$ cat config.mk
export PLATFORM = sky130hd
export DESIGN_NAME = load_hazard_unit
export DESIGN_NICKNAME = d
export VERILOG_FILES = /design/src/rtl/load_hazard_unit.sv
export SDC_FILE = /design/constraint.sdc
export NUM_CORES = 1
export LEC_CHECK = 0
export CAP_MARGIN = 20
export CORE_UTILIZATION = 30
export CTS_BUF_LIST = sky130_fd_sc_hd__clkbuf_8
export DETAILED_ROUTE_END_ITERATION = 8
export GPL_TIMING_DRIVEN = 0
export HOLD_SLACK_MARGIN = 0.03
export SETUP_SLACK_MARGIN = 0.02
export SYNTH_ARGS = -nofsm -noshare
export SYNTH_HDL_FRONTEND = slang
export SYNTH_SLANG_ARGS = --single-unit
$ cat constraint.sdc
create_clock -name clk -period 4.9 [get_ports clk]
set_input_delay 1.47 -clock clk [delete_from_list [all_inputs] [get_ports clk]]
set_output_delay 1.47 -clock clk [all_outputs]
set_load 0.02 [all_outputs]
$ cat src/rtl/load_hazard_unit.sv
// In-order tracker of loads pending in the memory access stage; raises MAU_data_conflict on RAW or full-tracker hazards.
// Optional LOAD_HAZARD_RSP_BYPASS_EN: the entry retiring this cycle is excluded from operand hits.
module load_hazard_unit #(
    parameter int MAX_OUTSTANDING = 2,
    parameter int REG_ADDR_W      = 5
) (
    input  logic                  clk,
    input  logic                  reset,
    input  logic [REG_ADDR_W-1:0] rs1_addr,
    input  logic                  rs1_used,
    input  logic [REG_ADDR_W-1:0] rs2_addr,
    input  logic                  rs2_used,
    input  logic                  decode_is_load,
    input  logic                  issue_load_valid,
    input  logic [REG_ADDR_W-1:0] issue_load_rd,
    input  logic                  mem_rsp_valid,
    output logic [REG_ADDR_W-1:0] rsp_rd,
    output logic                  MAU_data_conflict,
    output logic [2:0]            pending_count,
    output logic                  track_err
);

    localparam int              PTR_W    = (MAX_OUTSTANDING > 1) ? $clog2(MAX_OUTSTANDING) : 1;
    localparam logic [2:0]      MAX_CNT  = 3'(MAX_OUTSTANDING);
    localparam logic [PTR_W-1:0] LAST_PTR = PTR_W'(MAX_OUTSTANDING - 1);

    logic [REG_ADDR_W-1:0]      rd_q [MAX_OUTSTANDING];
    logic [REG_ADDR_W-1:0]      rd_d [MAX_OUTSTANDING];
    logic [MAX_OUTSTANDING-1:0] vld_q, vld_d;
    logic [PTR_W-1:0]           wr_ptr_q, wr_ptr_d;
    logic [PTR_W-1:0]           rd_ptr_q, rd_ptr_d;
    logic [2:0]                 count_q, count_d;
    logic                       err_q, err_d;

    logic pop, push_req, push, full;
    logic rs1_hit, rs2_hit, full_hit;

    function automatic logic [PTR_W-1:0] ptr_inc(input logic [PTR_W-1:0] p);
        return (p == LAST_PTR) ? '0 : p + PTR_W'(1);
    endfunction

    assign pop      = mem_rsp_valid && (count_q != '0);
    assign push_req = issue_load_valid && (issue_load_rd != '0);
    assign full     = (count_q == MAX_CNT);
    assign push     = push_req && (!full || pop);

    always_comb begin
        rd_d     = rd_q;
        vld_d    = vld_q;
        wr_ptr_d = wr_ptr_q;
        rd_ptr_d = rd_ptr_q;
        count_d  = count_q;
        // When full, both pointers address the same slot: clear for the pop first so a simultaneous push wins.
        if (pop) begin
            vld_d[rd_ptr_q] = 1'b0;
            rd_ptr_d        = ptr_inc(rd_ptr_q);
        end
        if (push) begin
            rd_d[wr_ptr_q]  = issue_load_rd;
            vld_d[wr_ptr_q] = 1'b1;
            wr_ptr_d        = ptr_inc(wr_ptr_q);
        end
        if (push && !pop)
            count_d = count_q + 3'd1;
        else if (pop && !push)
            count_d = count_q - 3'd1;
        err_d = err_q | (push_req && full && !pop) | (mem_rsp_valid && (count_q == '0));
    end

    always_comb begin
        logic live;
        rs1_hit = 1'b0;
        rs2_hit = 1'b0;
        for (int unsigned i = 0; i < MAX_OUTSTANDING; i++) begin
            live = vld_q[i];
`ifdef LOAD_HAZARD_RSP_BYPASS_EN
            if (pop && (PTR_W'(i) == rd_ptr_q))
                live = 1'b0;
`endif
            if (live && (rd_q[i] == rs1_addr)) rs1_hit = 1'b1;
            if (live && (rd_q[i] == rs2_addr)) rs2_hit = 1'b1;
        end
        if (issue_load_valid && (issue_load_rd == rs1_addr)) rs1_hit = 1'b1;
        if (issue_load_valid && (issue_load_rd == rs2_addr)) rs2_hit = 1'b1;
        rs1_hit  = rs1_hit && rs1_used && (rs1_addr != '0);
        rs2_hit  = rs2_hit && rs2_used && (rs2_addr != '0);
        full_hit = decode_is_load && full && !pop;
    end

    always_ff @(posedge clk or negedge reset) begin
        if (!reset) begin
            for (int unsigned i = 0; i < MAX_OUTSTANDING; i++)
                rd_q[i] <= '0;
            vld_q    <= '0;
            wr_ptr_q <= '0;
            rd_ptr_q <= '0;
            count_q  <= '0;
            err_q    <= 1'b0;
        end else begin
            rd_q     <= rd_d;
            vld_q    <= vld_d;
            wr_ptr_q <= wr_ptr_d;
            rd_ptr_q <= rd_ptr_d;
            count_q  <= count_d;
            err_q    <= err_d;
        end
    end

    assign rsp_rd            = pop ? rd_q[rd_ptr_q] : '0;
    assign MAU_data_conflict = rs1_hit || rs2_hit || full_hit;
    assign pending_count     = count_q;
    assign track_err         = err_q;

endmodule

==> results of run 1 <==
sequential cells by signal, summed over array words and instances, names as in the netlist:
register / count
pending_count: 3
vld_q: 2
rd_q: 10
wr_ptr_q: 1
track_err: 1
rd_ptr_q: 1
metal layers:
metal	share of wire	routed length, µm	global-route usage
met2	0.46	1457	0.2704
met5	0	0	0
met4	0.011	36	0.04787
met3	0.077	244	0.02931
met1	0.45	1421	0.2036
logic make-up after synthesis:
kind of cell / Yosys count
XOR/XNOR: 34
AND/OR/NAND/NOR: 33
flip-flops: 18
multiplexers: 16
AO/OA/AOI/OAI: 12
buffers and inverters: 4
adder cells (fa/ha/maj): 2
Yosys cell counts (2+ instances only):
cell / n / area [µm²]
nor2_1: 8 / 30.03
nand3_1: 6 / 30.03
xor2_1: 26 / 227.7
xnor2_1: 8 / 70.07
or4_1: 3 / 22.52
mux2_2: 11 / 123.9
nor4_1: 6 / 37.54
dfrtp_1: 18 / 450.4
mux2i_1: 5 / 50.05
nand2_1: 4 / 15.01
o21ai_0: 7 / 35.03
inv_1: 2 / 7.510
or3_1: 2 / 12.51
worst max path at each step:
stage | from | endpoint | slack, ns
floorplan | rs1_addr[1] | MAU_data_conflict | 0.78
global placement | rs1_addr[1] | MAU_data_conflict | -0.40
detailed placement | rs1_addr[1] | MAU_data_conflict | -0.40
CTS | rs2_addr[3] | MAU_data_conflict | 0.04
global route | rs1_addr[0] | MAU_data_conflict | 0.03
finish | rs2_addr[4] | MAU_data_conflict | 0.08
final cells by class:
type / instances / area (µm²) / area share
clock buffers: 3 / 41.29 / 0.02519
inverters: 2 / 7.507 / 0.004580
well taps: 48 / 60.06 / 0.03664
flip-flops and latches: 18 / 450.4 / 0.2748
plain buffers: 2 / 15.01 / 0.009160
repair buffers: 31 / 307.8 / 0.1878
multi-input cells: 97 / 757.0 / 0.4618
per-stage QoR:
stage,utilization,hold WS (ns),total power [mW],cell area [µm²]
2_1_floorplan,-,0.4965,0.5968,1226
3_3_place_gp,0.4203,0.4503,0.7484,1597
3_5_place_dp,0.4203,0.4580,0.7657,1597
4_1_cts,0.4302,0.4783,0.8659,1634
5_1_grt,0.4315,0.4961,0.9250,1639
6_report,0.4315,0.4657,0.8557,1639
power by group through the flow:
stage	clock network (mW)	registers, mW	logic (mW)
3_5_place_dp	0	0.327	0.439
3_3_place_gp	0	0.321	0.428
5_1_grt	0.109	0.339	0.477
6_report	0.0976	0.324	0.434
4_1_cts	0.102	0.325	0.439
2_1_floorplan	0	0.315	0.282
worst max-delay path, cell delays in order:
cell and delay [ns]:
clkdlybuf4s50_1 0.51, or4_1 0.42, o21ai_0 0.18, a31oi_1 0.06, or3_1 0.38, dlygate4sd2_1 0.33
timing repair:
item	CTS	global route
pin swaps	0	0
hold buffers	0	0
resized for setup	8	2
setup endpoints to repair	1	1
==> flow_summary.json, run 1 <==
{
  "synth_cells": 119,
  "internal_power_mw": 0.5104,
  "clock_sinks": 18,
  "regToRegStartpoint": "pending_count[0]",
  "synthMuxAreaShare": 0.1418,
  "die_width_um": 65.93,
  "final_common_cell": "xor2_1",
  "io_buffers": 31,
  "antenna_found_initial": 0,
  "slew_headroom": 0.4615,
  "tns_ns": 0,
  "cts_tree": "built",
  "fin_skew_ns": 0.001316,
  "drt_iter0_markers": 37,
  "gp_congestion": 0.8828,
  "place_inst": 198,
  "worst_setup_path_end_kind": "output port",
  "cts_setup_buffers": 0,
  "via_per_inst": 4.990,
  "gr-usage-all-layers": 0.1593,
  "grt-ovfl-total": 0,
  "setup_viol": 0,
  "synth_top_family_by_area": "XOR/XNOR gates",
  "cts_max_path_buffers": 2,
  "synth_fp_nets": 143,
  "firstDrtPassIters": 4,
  "synthArstFlopShare": 1.000,
  "rows": 22,
  "synth-seq-cells": 18,
  "crit_path_max_fanout": 4,
  "pwr-share-clk": 0.114,
  "seq_area_frac_synth": 0.3673,
  "leakage_nw": 0.6866,
  "cts_buffers": 3,
  "yosys_most_used_dff": "dfrtp_1",
  "period_needed_ns": 4.817,
  "wl_um": 3159,
  "die-area_um2": 4347,
  "reg2reg_slack_ns": 2.51,
  "vias": 1003,
  "hold_class": "reg -> reg",
  "arrival_ns": 3.35,
  "pre_cts_slack_ns": -0.3958,
  "clk_latency_ns": 0.25,
  "whs_endpoint": "track_err",
  "synth_fa_ha_area_frac": 0.02653,
  "dp_hpwl_um": 2486,
  "yosysWarnings": 0,
  "grt_max_degree": 19,
  "cts_root_buf": "clkbuf_8",
  "fillers": 387,
  "grt_pass1_wl_um": 5168,
  "htreeDepth": 1,
  "worstHoldStart": "track_err",
  "fin_crit_sh": 0.9831,
  "wl_per_cell_um": 15.72,
  "power_frac_comb": 0.507,
  "synthesis.area_um2": 1226,
  "rr_endpoint": "pending_count[2]",
  "synth_compound_area_frac": 0.06122,
  "tightest_slew_ns": 0.8052,
  "whs_path_depth": 1,
  "fin_cells": 201,
  "io_pins": 32,
  "setup_slack_ns": 0.08288,
  "synth.distinct_cells": 26,
  "core_area_um2": 3799,
  "clkTransAtPathRegs_ns": 0.06,
  "final-max-slew-violation-count": 0,
  "drcViolationCount": 0,
  "required_ns": 3.43,
  "nets": 179,
  "grt_pass1_vias": 1037,
  "antenna_cells": 0,
  "layout_common_cells": "26 x xor2_1, 23 x clkdlybuf4s50_1, 18 x dfrtp_1",
  "outcome": "complete, no violations",
  "start_util": 0.3228,
  "hold_violations": 0,
  "drv_cap": 0,
  "rsz0062_at_grt": "no",
  "reg2reg_depth": 7,
  "drtAntennaViolNets": 0,
  "layout-drive-gt1-share": 0.1307,
  "avgSynthCellArea_um2": 10.30,
  "synth-edff-count": 0,
  "startpoint_type": "primary input",
  "p_per_area_nw_per_um2": 522.0,
  "syn2layout_area_growth_pct": 33.67,
  "power_frac_seq": 0.379,
  "synthSimpleGateAreaFrac": 0.1418,
  "ir_drop_uv": 262.9,
  "synth_xor_area_frac": 0.2429,
  "fmax_mhz": 207.6,
  "crit_type": "in -> out",
  "p_sw_mw": 0.3453,
  "die_y_um": 65.93,
  "p_sw_frac": 0.4035
}
Note: power is estimated with default switching activity, not from simulation.
==> run 2, diff against run 1 <==
--- a/config.mk
+++ b/config.mk
@@ -6,12 +6,14 @@
 export NUM_CORES = 1
 export LEC_CHECK = 0
 export CAP_MARGIN = 20
-export CORE_UTILIZATION = 30
+export CORE_UTILIZATION = 45
 export CTS_BUF_LIST = sky130_fd_sc_hd__clkbuf_8
 export DETAILED_ROUTE_END_ITERATION = 8
 export GPL_TIMING_DRIVEN = 0
 export HOLD_SLACK_MARGIN = 0.03
+export PLACE_DENSITY = 0.75
 export SETUP_SLACK_MARGIN = 0.02
+export SLEW_MARGIN = 20
 export SYNTH_ARGS = -nofsm -noshare
 export SYNTH_HDL_FRONTEND = slang
 export SYNTH_SLANG_ARGS = --single-unit
==> flow_summary.json, run 2 (synthesis gave the netlist of run 1 again) <==
{
  "setup_slack_ns": 0.1306,
  "drtAntennaViolNets": 0,
  "cpPeakStageDelay_ns": 0.50,
  "final-max-slew-violation-count": 0,
  "hold_violations": 0,
  "clock_sinks": 18,
  "ir_drop_uv": 440.4,
  "drt_iter0_markers": 16,
  "setup_viol": 0,
  "gp_congestion": 0.8730,
  "grt-ovfl-total": 0,
  "period_needed_ns": 4.769,
  "syn2layout_area_growth_pct": 32.55,
  "outcome": "complete, no violations",
  "drv_cap": 0,
  "crit_path_max_fanout": 4,
  "gr-usage-all-layers": 0.2276,
  "grt_pass1_wl_um": 4581,
  "arrival_ns": 3.30,
  "wl_um": 2956,
  "regMostFlops": "rd_q",
  "die_width_um": 54.20,
  "layout-drive-gt1-share": 0.1307,
  "clkTransAtPathRegs_ns": 0.06,
  "total_power_mw": 0.8610,
  "p_per_area_nw_per_um2": 529.8,
  "die_y_um": 54.20,
  "grt_pass1_vias": 1036,
  "cts_tree": "built",
  "start_util": 0.4861,
  "cts_max_path_buffers": 2,
  "nets": 179,
  "htreeDepth": 1,
  "die-area_um2": 2938,
  "clk_latency_ns": 0.25,
  "io_buffers": 31,
  "hold_class": "reg -> reg",
  "slew_headroom": 0.4673,
  "cts_setup_buffers": 0,
  "worstPathCellList": "clkdlybuf4s50_1 > or4_1 > o21ai_2 > o21ai_0 > or3_1 > dlygate4sd2_1",
  "tightest_slew_ns": 0.7966,
  "via_per_inst": 5.557,
  "firstDrtPassIters": 6,
  "vias": 1017,
  "dp_hpwl_um": 2296,
  "fin_hold_ws_ns": 0.4718,
  "cts_buffers": 3,
  "wl_per_cell_um": 16.15,
  "required_ns": 3.43,
  "fmax_mhz": 209.7,
  "fillers": 224,
  "drcViolationCount": 0,
  "cts_hold_buf": 0,
  "layout_common_cells": "26 x xor2_1, 24 x clkdlybuf4s50_1, 18 x dfrtp_1",
  "core_area_um2": 2522,
  "worst_setup_path_end_kind": "output port",
  "place_inst": 180,
  "startpoint_type": "primary input",
  "crit_type": "in -> out",
  "reg2reg_slack_ns": 2.49,
  "largest_reg_flops": 10,
  "rows": 18,
  "antenna_cells": 0,
  "cts_root_buf": "clkbuf_8",
  "fin_crit_sh": 0.9734,
  "fin_cells": 183,
  "io_pins": 32,
  "leakage_nw": 0.7008,
  "grt_max_degree": 19,
  "slowest_stage": "clkdlybuf4s50_1",
  "antenna_found_initial": 0,
  "rsz0062_at_grt": "no",
  "pre_cts_slack_ns": -0.3751,
  "tns_ns": 0,
  "final_common_cell": "xor2_1",
  "fin_skew_ns": 0.002623
}
run 2: cell count changes in the layout (fill, tap and decap cells not counted), sizes merged:
cell	previous run	this run
clkdlybuf4s50	23	24
dlygate4sd2	6	3
dlymetal6s2s	2	4
run 2: timing repair:
item	CTS	global route
gates resized for setup	5	4
cloned	0	0
pin swaps	0	0
endpoints found under the setup margin	1	1
hold endpoints to repair	0	0
run 2: power by group:
part	leakage [nW]	internal (mW)	switching (mW)
registers	0.207	0.223	0.0997
logic	0.472	0.237	0.203
clock network	0.0216	0.0545	0.0443
total	0.701	0.514	0.347
run 2: cell type report:
cell class | instances | area, µm² | share of cell area
clock buffer | 3 | 41.29 | 0.02540
multi-input combinational | 97 | 757.0 | 0.4657
inverter | 2 | 7.507 | 0.004619
timing repair buffer | 31 | 316.6 | 0.1948
tap | 30 | 37.54 | 0.02309
sequential | 18 | 450.4 | 0.2771
buffer | 2 | 15.01 | 0.009238
run 2: layer usage:
metal / up-vias / GRT usage / wire (µm)
met5: - / 0 / 0
met1: 487 / 0.2764 / 1330
met2: 38 / 0.3902 / 1456
met4: 0 / 0.1068 / 59
li1: 486 / - / -
met3: 6 / 0.03390 / 110
run 2: critical path: cells and delay by family:
| family | cells | cell delay [ns] |
|---|---|---|
| simple gates | 2 | 0.74 |
| buf+inv | 2 | 0.82 |
| compound gates | 2 | 0.26 |
run 2: worst paths after layout:
| kind | from | endpoint | cells after the start |
|---|---|---|---|
| worst min-delay path | track_err | track_err | 1 |
| worst max register to register | pending_count[1] | pending_count[1] | 7 |
| worst max-delay path | rs1_addr[4] | MAU_data_conflict | 6 |
| worst min register to register | track_err | track_err | 1 |
| min in group asynchronous | reset | rd_q[0] | 1 |
| max in group asynchronous | reset | vld_q[0] | 1 |
run 2: per-stage QoR:
stage,cell area (µm²),utilization
after floorplan,1226,-
after global placement,1574,0.6240
after detailed placement,1574,0.6240
after CTS,1615,0.6404
after global routing,1625,0.6443
final,1625,0.6443
